## src/rtl/copy_responder_if.sv

```systemverilog
// copy_responder_if: ring, engine request and engine reply signals of the copy responder.
interface copy_responder_if;
    logic [31:0] RingIn;
    logic [3:0]  SlotTypeIn;
    logic [3:0]  SourceIn;
    logic [31:0] respRingOut;
    logic [3:0]  respSlotTypeOut;
    logic [3:0]  respSourceOut;
    logic        respDriveRing;
    logic        respWantsToken;
    logic        respAcquireToken;
    logic        respTake;
    logic [31:0] reqData;
    logic        reqEmpty;
    logic        reqRead;
    logic        replyValid;
    logic        replyReady;
    logic [3:0]  replyDest;
    logic [3:0]  replyType;
    logic [31:0] replyData;
    logic [7:0]  dropCount;

    modport slave (
        input  RingIn, SlotTypeIn, SourceIn, respAcquireToken, reqRead,
        input  replyValid, replyDest, replyType, replyData,
        output respRingOut, respSlotTypeOut, respSourceOut, respDriveRing,
        output respWantsToken, respTake, reqData, reqEmpty, replyReady, dropCount
    );

    modport master (
        output RingIn, SlotTypeIn, SourceIn, respAcquireToken, reqRead,
        output replyValid, replyDest, replyType, replyData,
        input  respRingOut, respSlotTypeOut, respSourceOut, respDriveRing,
        input  respWantsToken, respTake, reqData, reqEmpty, replyReady, dropCount
    );
endinterface

```

## src/rtl/copy_responder.sv

```systemverilog
// copy_responder: captures ring requests addressed to this core into a FWFT FIFO and sends engine replies.
// Optional macro COPY_RESP_DROPCNT_EN enables the saturating dropped-request counter.
module copy_responder #(
    parameter int RQ_DEPTH = 32
) (
    input logic             clock,
    input logic             reset,
    input logic [3:0]       whichCore,
    copy_responder_if.slave bus
);
    localparam int AW = $clog2(RQ_DEPTH);
    localparam int CW = AW + 1;

    typedef enum logic [1:0] {IDLE, WAIT_TOKEN, SEND} state_t;

    state_t        state, state_next;
    logic [5:0]    in_len;
    logic          rx_req, rx_keep;
    logic          is_hdr, is_req, accept, wr, pop;
    logic [31:0]   mem [RQ_DEPTH];
    logic [AW-1:0] wptr, rptr;
    logic [CW-1:0] cnt, free;
    logic [3:0]    dest_q, type_q;
    logic [31:0]   data_q, ring_out;
    logic          drive, wants, ready;
    logic          unused_src;

    assign unused_src = ^bus.SourceIn;

    assign is_hdr = !reset && in_len == 6'd0 && bus.SlotTypeIn == 4'd8;
    assign is_req = is_hdr && bus.RingIn[17:14] == whichCore;
    assign free   = CW'(RQ_DEPTH) - cnt;
    assign accept = 32'(free) >= 32'(bus.RingIn[5:0]) + 32'd1;
    assign wr     = (is_req && accept) || (rx_req && rx_keep);
    assign pop    = bus.reqRead && cnt != '0;

    // inLen follows every message on the ring; rx_req marks payload cycles of our own requests
    always_ff @(posedge clock) begin
        if (reset) begin
            in_len  <= '0;
            rx_req  <= 1'b0;
            rx_keep <= 1'b0;
        end else begin
            in_len <= is_hdr ? bus.RingIn[5:0] : (in_len != 6'd0 ? in_len - 6'd1 : in_len);
            if (is_req) begin
                rx_req  <= bus.RingIn[5:0] != 6'd0;
                rx_keep <= accept;
            end else if (in_len == 6'd1) begin
                rx_req <= 1'b0;
            end
        end
    end

    always_ff @(posedge clock) begin
        if (wr) mem[wptr] <= bus.RingIn;
    end

    always_ff @(posedge clock) begin
        if (reset) begin
            wptr <= '0;
            rptr <= '0;
            cnt  <= '0;
        end else begin
            wptr <= wr ? wptr + AW'(1) : wptr;
            rptr <= pop ? rptr + AW'(1) : rptr;
            cnt  <= cnt + CW'(wr) - CW'(pop);
        end
    end

    assign bus.reqData  = mem[rptr];
    assign bus.reqEmpty = cnt == '0;
    assign bus.respTake = !reset && (is_req || rx_req);

`ifdef COPY_RESP_DROPCNT_EN
    logic [7:0] drops;
    always_ff @(posedge clock) begin
        if (reset) drops <= '0;
        else if (is_req && !accept && drops != 8'hff) drops <= drops + 8'd1;
    end
    assign bus.dropCount = drops;
`else
    assign bus.dropCount = 8'd0;
`endif

    always_ff @(posedge clock) begin
        if (reset) begin
            state  <= IDLE;
            dest_q <= '0;
            type_q <= '0;
            data_q <= '0;
        end else begin
            state <= state_next;
            if (state == IDLE && bus.replyValid && bus.replyDest != whichCore) begin
                dest_q <= bus.replyDest;
                type_q <= bus.replyType;
                data_q <= bus.replyData;
            end
        end
    end

    // loopback replies are handshaken but discarded, so IDLE stays put for them
    always_comb begin
        state_next = state;
        ring_out   = '0;
        drive      = 1'b0;
        wants      = 1'b0;
        ready      = 1'b0;
        case (state)
            IDLE: begin
                ready = 1'b1;
                if (bus.replyValid && bus.replyDest != whichCore) state_next = WAIT_TOKEN;
            end
            WAIT_TOKEN: begin
                wants = 1'b1;
                if (bus.respAcquireToken) begin
                    drive      = 1'b1;
                    ring_out   = {14'b0, dest_q, whichCore, type_q, 6'd1};
                    state_next = SEND;
                end
            end
            SEND: begin
                drive      = 1'b1;
                ring_out   = data_q;
                state_next = IDLE;
            end
            default: state_next = IDLE;
        endcase
    end

    assign bus.respRingOut     = ring_out;
    assign bus.respDriveRing   = drive;
    assign bus.respWantsToken  = wants;
    assign bus.replyReady      = ready;
    assign bus.respSlotTypeOut = 4'd8;
    assign bus.respSourceOut   = whichCore;
endmodule

```

## src/flat_wrapper.sv

```systemverilog
// flat-port wrapper written by rule: the top's interface ports become plain ports
module copy_responder_flat 
#(
    parameter int RQ_DEPTH = 32
)
  (clock, reset, whichCore, bus_RingIn, bus_SlotTypeIn, bus_SourceIn, bus_respAcquireToken, bus_reqRead, bus_replyValid, bus_replyDest, bus_replyType, bus_replyData, bus_respRingOut, bus_respSlotTypeOut, bus_respSourceOut, bus_respDriveRing, bus_respWantsToken, bus_respTake, bus_reqData, bus_reqEmpty, bus_replyReady, bus_dropCount);
  copy_responder_if bus_i ();
  input logic clock;
  input logic reset;
  input logic [3:0] whichCore;
  input wire logic [$bits(bus_i.RingIn)-1:0] bus_RingIn;
  input wire logic [$bits(bus_i.SlotTypeIn)-1:0] bus_SlotTypeIn;
  input wire logic [$bits(bus_i.SourceIn)-1:0] bus_SourceIn;
  input wire logic [$bits(bus_i.respAcquireToken)-1:0] bus_respAcquireToken;
  input wire logic [$bits(bus_i.reqRead)-1:0] bus_reqRead;
  input wire logic [$bits(bus_i.replyValid)-1:0] bus_replyValid;
  input wire logic [$bits(bus_i.replyDest)-1:0] bus_replyDest;
  input wire logic [$bits(bus_i.replyType)-1:0] bus_replyType;
  input wire logic [$bits(bus_i.replyData)-1:0] bus_replyData;
  output wire logic [$bits(bus_i.respRingOut)-1:0] bus_respRingOut;
  output wire logic [$bits(bus_i.respSlotTypeOut)-1:0] bus_respSlotTypeOut;
  output wire logic [$bits(bus_i.respSourceOut)-1:0] bus_respSourceOut;
  output wire logic [$bits(bus_i.respDriveRing)-1:0] bus_respDriveRing;
  output wire logic [$bits(bus_i.respWantsToken)-1:0] bus_respWantsToken;
  output wire logic [$bits(bus_i.respTake)-1:0] bus_respTake;
  output wire logic [$bits(bus_i.reqData)-1:0] bus_reqData;
  output wire logic [$bits(bus_i.reqEmpty)-1:0] bus_reqEmpty;
  output wire logic [$bits(bus_i.replyReady)-1:0] bus_replyReady;
  output wire logic [$bits(bus_i.dropCount)-1:0] bus_dropCount;
  assign bus_i.RingIn = bus_RingIn;
  assign bus_i.SlotTypeIn = bus_SlotTypeIn;
  assign bus_i.SourceIn = bus_SourceIn;
  assign bus_i.respAcquireToken = bus_respAcquireToken;
  assign bus_i.reqRead = bus_reqRead;
  assign bus_i.replyValid = bus_replyValid;
  assign bus_i.replyDest = bus_replyDest;
  assign bus_i.replyType = bus_replyType;
  assign bus_i.replyData = bus_replyData;
  assign bus_respRingOut = bus_i.respRingOut;
  assign bus_respSlotTypeOut = bus_i.respSlotTypeOut;
  assign bus_respSourceOut = bus_i.respSourceOut;
  assign bus_respDriveRing = bus_i.respDriveRing;
  assign bus_respWantsToken = bus_i.respWantsToken;
  assign bus_respTake = bus_i.respTake;
  assign bus_reqData = bus_i.reqData;
  assign bus_reqEmpty = bus_i.reqEmpty;
  assign bus_replyReady = bus_i.replyReady;
  assign bus_dropCount = bus_i.dropCount;
  copy_responder #(.RQ_DEPTH(RQ_DEPTH)) u_core (.clock(clock), .reset(reset), .whichCore(whichCore), .bus(bus_i));
endmodule
```

## config.mk

```make
export PLATFORM = sky130hd
export DESIGN_NAME = copy_responder_flat
export DESIGN_NICKNAME = d
export VERILOG_FILES = /design/src/rtl/copy_responder_if.sv /design/src/rtl/copy_responder.sv /design/src/flat_wrapper.sv
export SDC_FILE = /design/constraint.sdc
export NUM_CORES = 1
export LEC_CHECK = 0
export CELL_PAD_IN_SITES_DETAIL_PLACEMENT = 1
export CELL_PAD_IN_SITES_GLOBAL_PLACEMENT = 1
export CORE_MARGIN = 1.5
export CORE_UTILIZATION = 58
export CTS_CLUSTER_SIZE = 40
export DETAILED_ROUTE_END_ITERATION = 6
export PLACE_DENSITY_LB_ADDON = 0.1
export SYNTH_ARGS = -nofsm -noshare
export SYNTH_HDL_FRONTEND = slang
export SYNTH_SLANG_ARGS = --single-unit
```

## constraint.sdc

```tcl
create_clock -name clock -period 15.2 [get_ports clock]
set_input_delay 2.28 -clock clock [delete_from_list [all_inputs] [get_ports clock]]
set_output_delay 2.28 -clock clock [all_outputs]
set_load 0.02 [all_outputs]
```

==> flow_summary.json <==
{
  "syn_inst": 1977,
  "synth_top_cell_by_area": "edfxtp_1",
  "wl_per_cell_um": 32.5,
  "clk_pin_slew_ps": 60,
  "grt_setup_unrepaired": "false",
  "cts-resized-gates": 0,
  "synth_warnings": 0,
  "worst_slew_pin_slew_ps": 1290,
  "setup.worst_path.start": "bus_RingIn[14]",
  "hold_viol": 0,
  "core_um2": 73100,
  "synth_seq_cells": 1095,
  "cp.required_ps": 12920,
  "drv_cap": 0,
  "ios": 174,
  "portBuffers": 157,
  "drc_errors": 6,
  "cts_made_buffers": 107,
  "synthTopCellsByArea": "edfxtp_1 (72%), mux4_2 (17%), dfxtp_1 (3.3%)",
  "synth_cell_types": 53,
  "antenna_left": 0,
  "drive_gt1_share_pct": 26.4,
  "die_width_um": 275,
  "post-route-min-period_ps": 7590,
  "slew_viol_final": 0,
  "drt-initial-drc-count": 2178,
  "r2r_end": "u_core.mem[30][23]$_DFFE_PP_",
  "failed_checks": "design-rule violations",
  "crit-reg2reg-launch": "u_core.cnt[1]$_SDFF_PP0_",
  "setup_viol": 0,
  "crit_end": "bus_respTake",
  "antenna_found_initial": 2,
  "antennaDiodeCount": 0,
  "period_share_pct": 49.9,
  "layout_setup_ws_ps": 7610,
  "yosysMostFrequentCell": "edfxtp_1",
  "synth_top_family_by_area": "multiplexers",
  "grt_pass1_vias": 22606,
  "final_nets": 2316,
  "synth_xor_area_share_pct": 0.531,
  "pre_cts_slack_ps": 7540,
  "cp-start-kind": "primary input",
  "die_area_um2": 75600,
  "clockBufferDepth": 3,
  "synth-simple-area-share_pct": 2.94,
  "yosys-top-cells-count": "edfxtp_1 (1024), mux4_2 (320), nand2_1 (96), dfxtp_1 (71), clkbuf_1 (65)",
  "clock-sinks": 1095,
  "power_density_nw_per_um2": 145,
  "post_cts.repair.setup_buffers": 0,
  "avgSynthCellArea_um2": 21.7,
  "synth_edf_count": 1024,
  "yosys_most_used_dff": "edfxtp_1",
  "seq_area_frac_synth_pct": 75.0,
  "grtUsageTotal_pct": 28.6,
  "htreeDepth": 3,
  "dp_hpwl_mm": 54.3,
  "synth_top_area_share_pct": 71.7,
  "dr_total_vias": 21263,
  "cp-end-kind": "output port",
  "wirelength_mm": 105,
  "cp.arrival_ps": 5310,
  "grt_overflow": 0,
  "relSlewSlack_pct": 13.6,
  "vias_per_cell": 6.57,
  "worstSetupPathType": "in -> out",
  "synthArstFlopShare_pct": 0,
  "p_leak_nw": 15.3,
  "synth_area_um2": 42900,
  "ff2ff_setup_slack_ps": 10980,
  "worstSkewPairLatency_ps": 660,
  "whs_ps": 455,
  "gp_congestion": 0.772,
  "rows": 99,
  "reg2regPathDepth": 12,
  "initial_core_util_pct": 58.7,
  "drt_pre_antenna_iters": 7,
  "synth_compound_area_share_pct": 1.29,
  "cts_hold_buffers": 0,
  "ir_worst_vdd_uv": 90.0,
  "die_h_um": 275,
  "fin_tns_setup_ps": 0,
  "fin_worst_skew_ps": 13.1,
  "synthToLayoutAreaGrowth_pct": 14.3,
  "fmax_mhz": 132,
  "hp-class": "reg -> reg",
  "critPathMaxFanout": 33,
  "muxShareOfSynthArea_pct": 17.7,
  "synthAdderAreaFrac_pct": 0.922,
  "grt_max_degree": 97,
  "grt_pass1_wl_mm": 153,
  "cts_root_buf": "clkbuf_16",
  "status": "finished, violations left",
  "cts_tree": "yes"
}
## per-layer routing
layer,GRT usage (%),up-vias,wire length [µm]
met5,0,-,14
met4,7.75,2,2490
met3,4.77,162,8310
met2,46.9,1064,52800
met1,40.7,11444,41600
li1,-,8591,-
## cell usage in the layout (no fill, tap or decap), types with 10 or more instances in the layout
master / n
nand2_1: 96
xor2_1: 16
clkinv_2: 18
inv_1: 24
a21oi_1: 53
conb_1: 12
mux4_2: 320
clkbuf_1: 24
and2_1: 20
nor3b_4: 17
dfxtp_1: 66
buf_4: 63
nor2_1: 26
ha_1: 30
clkinv_1: 30
clkdlybuf4s50_1: 156
clkbuf_16: 110
mux2_2: 34
edfxtp_1: 1024
nor2b_1: 17
xnor2_1: 10
a22oi_1: 16
## state kept, by name, indices dropped and copies added, names as in the netlist, 2 cells and up, named ones only
signal / cells
u_core.cnt: 6
u_core.wptr: 5
u_core.state: 2
u_core.rptr: 5
u_core.mem: 1024
u_core.type_q: 4
u_core.data_q: 32
u_core.dest_q: 4
u_core.in_len: 6
## per-stage QoR
step,power (mW),std cells,cell area (µm²),utilization (%)
6_report,7.10,3237,49100,67.1
3_3_place_gp,4.65,3046,45800,62.7
4_1_cts,7.16,3237,49100,67.1
5_1_grt,7.34,3237,49100,67.1
3_5_place_dp,4.69,3046,45800,62.7
2_1_floorplan,4.35,1987,42900,-
## layout make-up
type	instances	area, µm²
well taps	959	1200
clock inverters	57	397
multi-input cells	746	10300
clock buffers	134	2840
flip-flops and latches	1095	32200
fillers	5803	24000
repair buffers	221	2060
inverters	25	93.8
## where the power goes
| group | internal, mW | switching, mW | total, mW |
|---|---|---|---|
| Sequential | 3.32 | 0.0601 | 3.38 |
| Clock | 1.40 | 1.09 | 2.49 |
| Combinational | 0.660 | 0.572 | 1.23 |
| Total | 5.38 | 1.72 | 7.10 |
## cells by family (layout without fill, tap and decap cells)
logic type	after synthesis	in the layout
DFF	1095	1095
muxes	356	356
and+or+nand+nor	230	230
buffers and inverters	146	437
AOI/OAI and AO/OA	91	91
adders and majority gates	31	31
xor gates and xnor gates	26	26
other	2	12
## worst max-delay path: stages
cell             delay (ps)
clkdlybuf4s50_1        1300
xor2_1                  220
nor4_1                  470
nand2_1                 160
a21oi_1                 220
clkdlybuf4s50_1         640
## how the worst min path moves through the flow
stage,startpoint,slack [ps],cells after the start,to
5_1_grt,u_core.data_q[1]$_SDFFE_PP0P_,480,2,u_core.data_q[1]$_SDFFE_PP0P_
6_report,u_core.data_q[21]$_SDFFE_PP0P_,460,2,u_core.data_q[21]$_SDFFE_PP0P_
3_3_place_gp,u_core.data_q[21]$_SDFFE_PP0P_,440,2,u_core.data_q[21]$_SDFFE_PP0P_
4_1_cts,u_core.data_q[25]$_SDFFE_PP0P_,460,2,u_core.data_q[25]$_SDFFE_PP0P_
2_1_floorplan,u_core.data_q[18]$_SDFFE_PP0P_,430,2,u_core.data_q[18]$_SDFFE_PP0P_
3_5_place_dp,u_core.data_q[25]$_SDFFE_PP0P_,450,2,u_core.data_q[25]$_SDFFE_PP0P_
No activity file was read; power rests on OpenSTA's default activity.
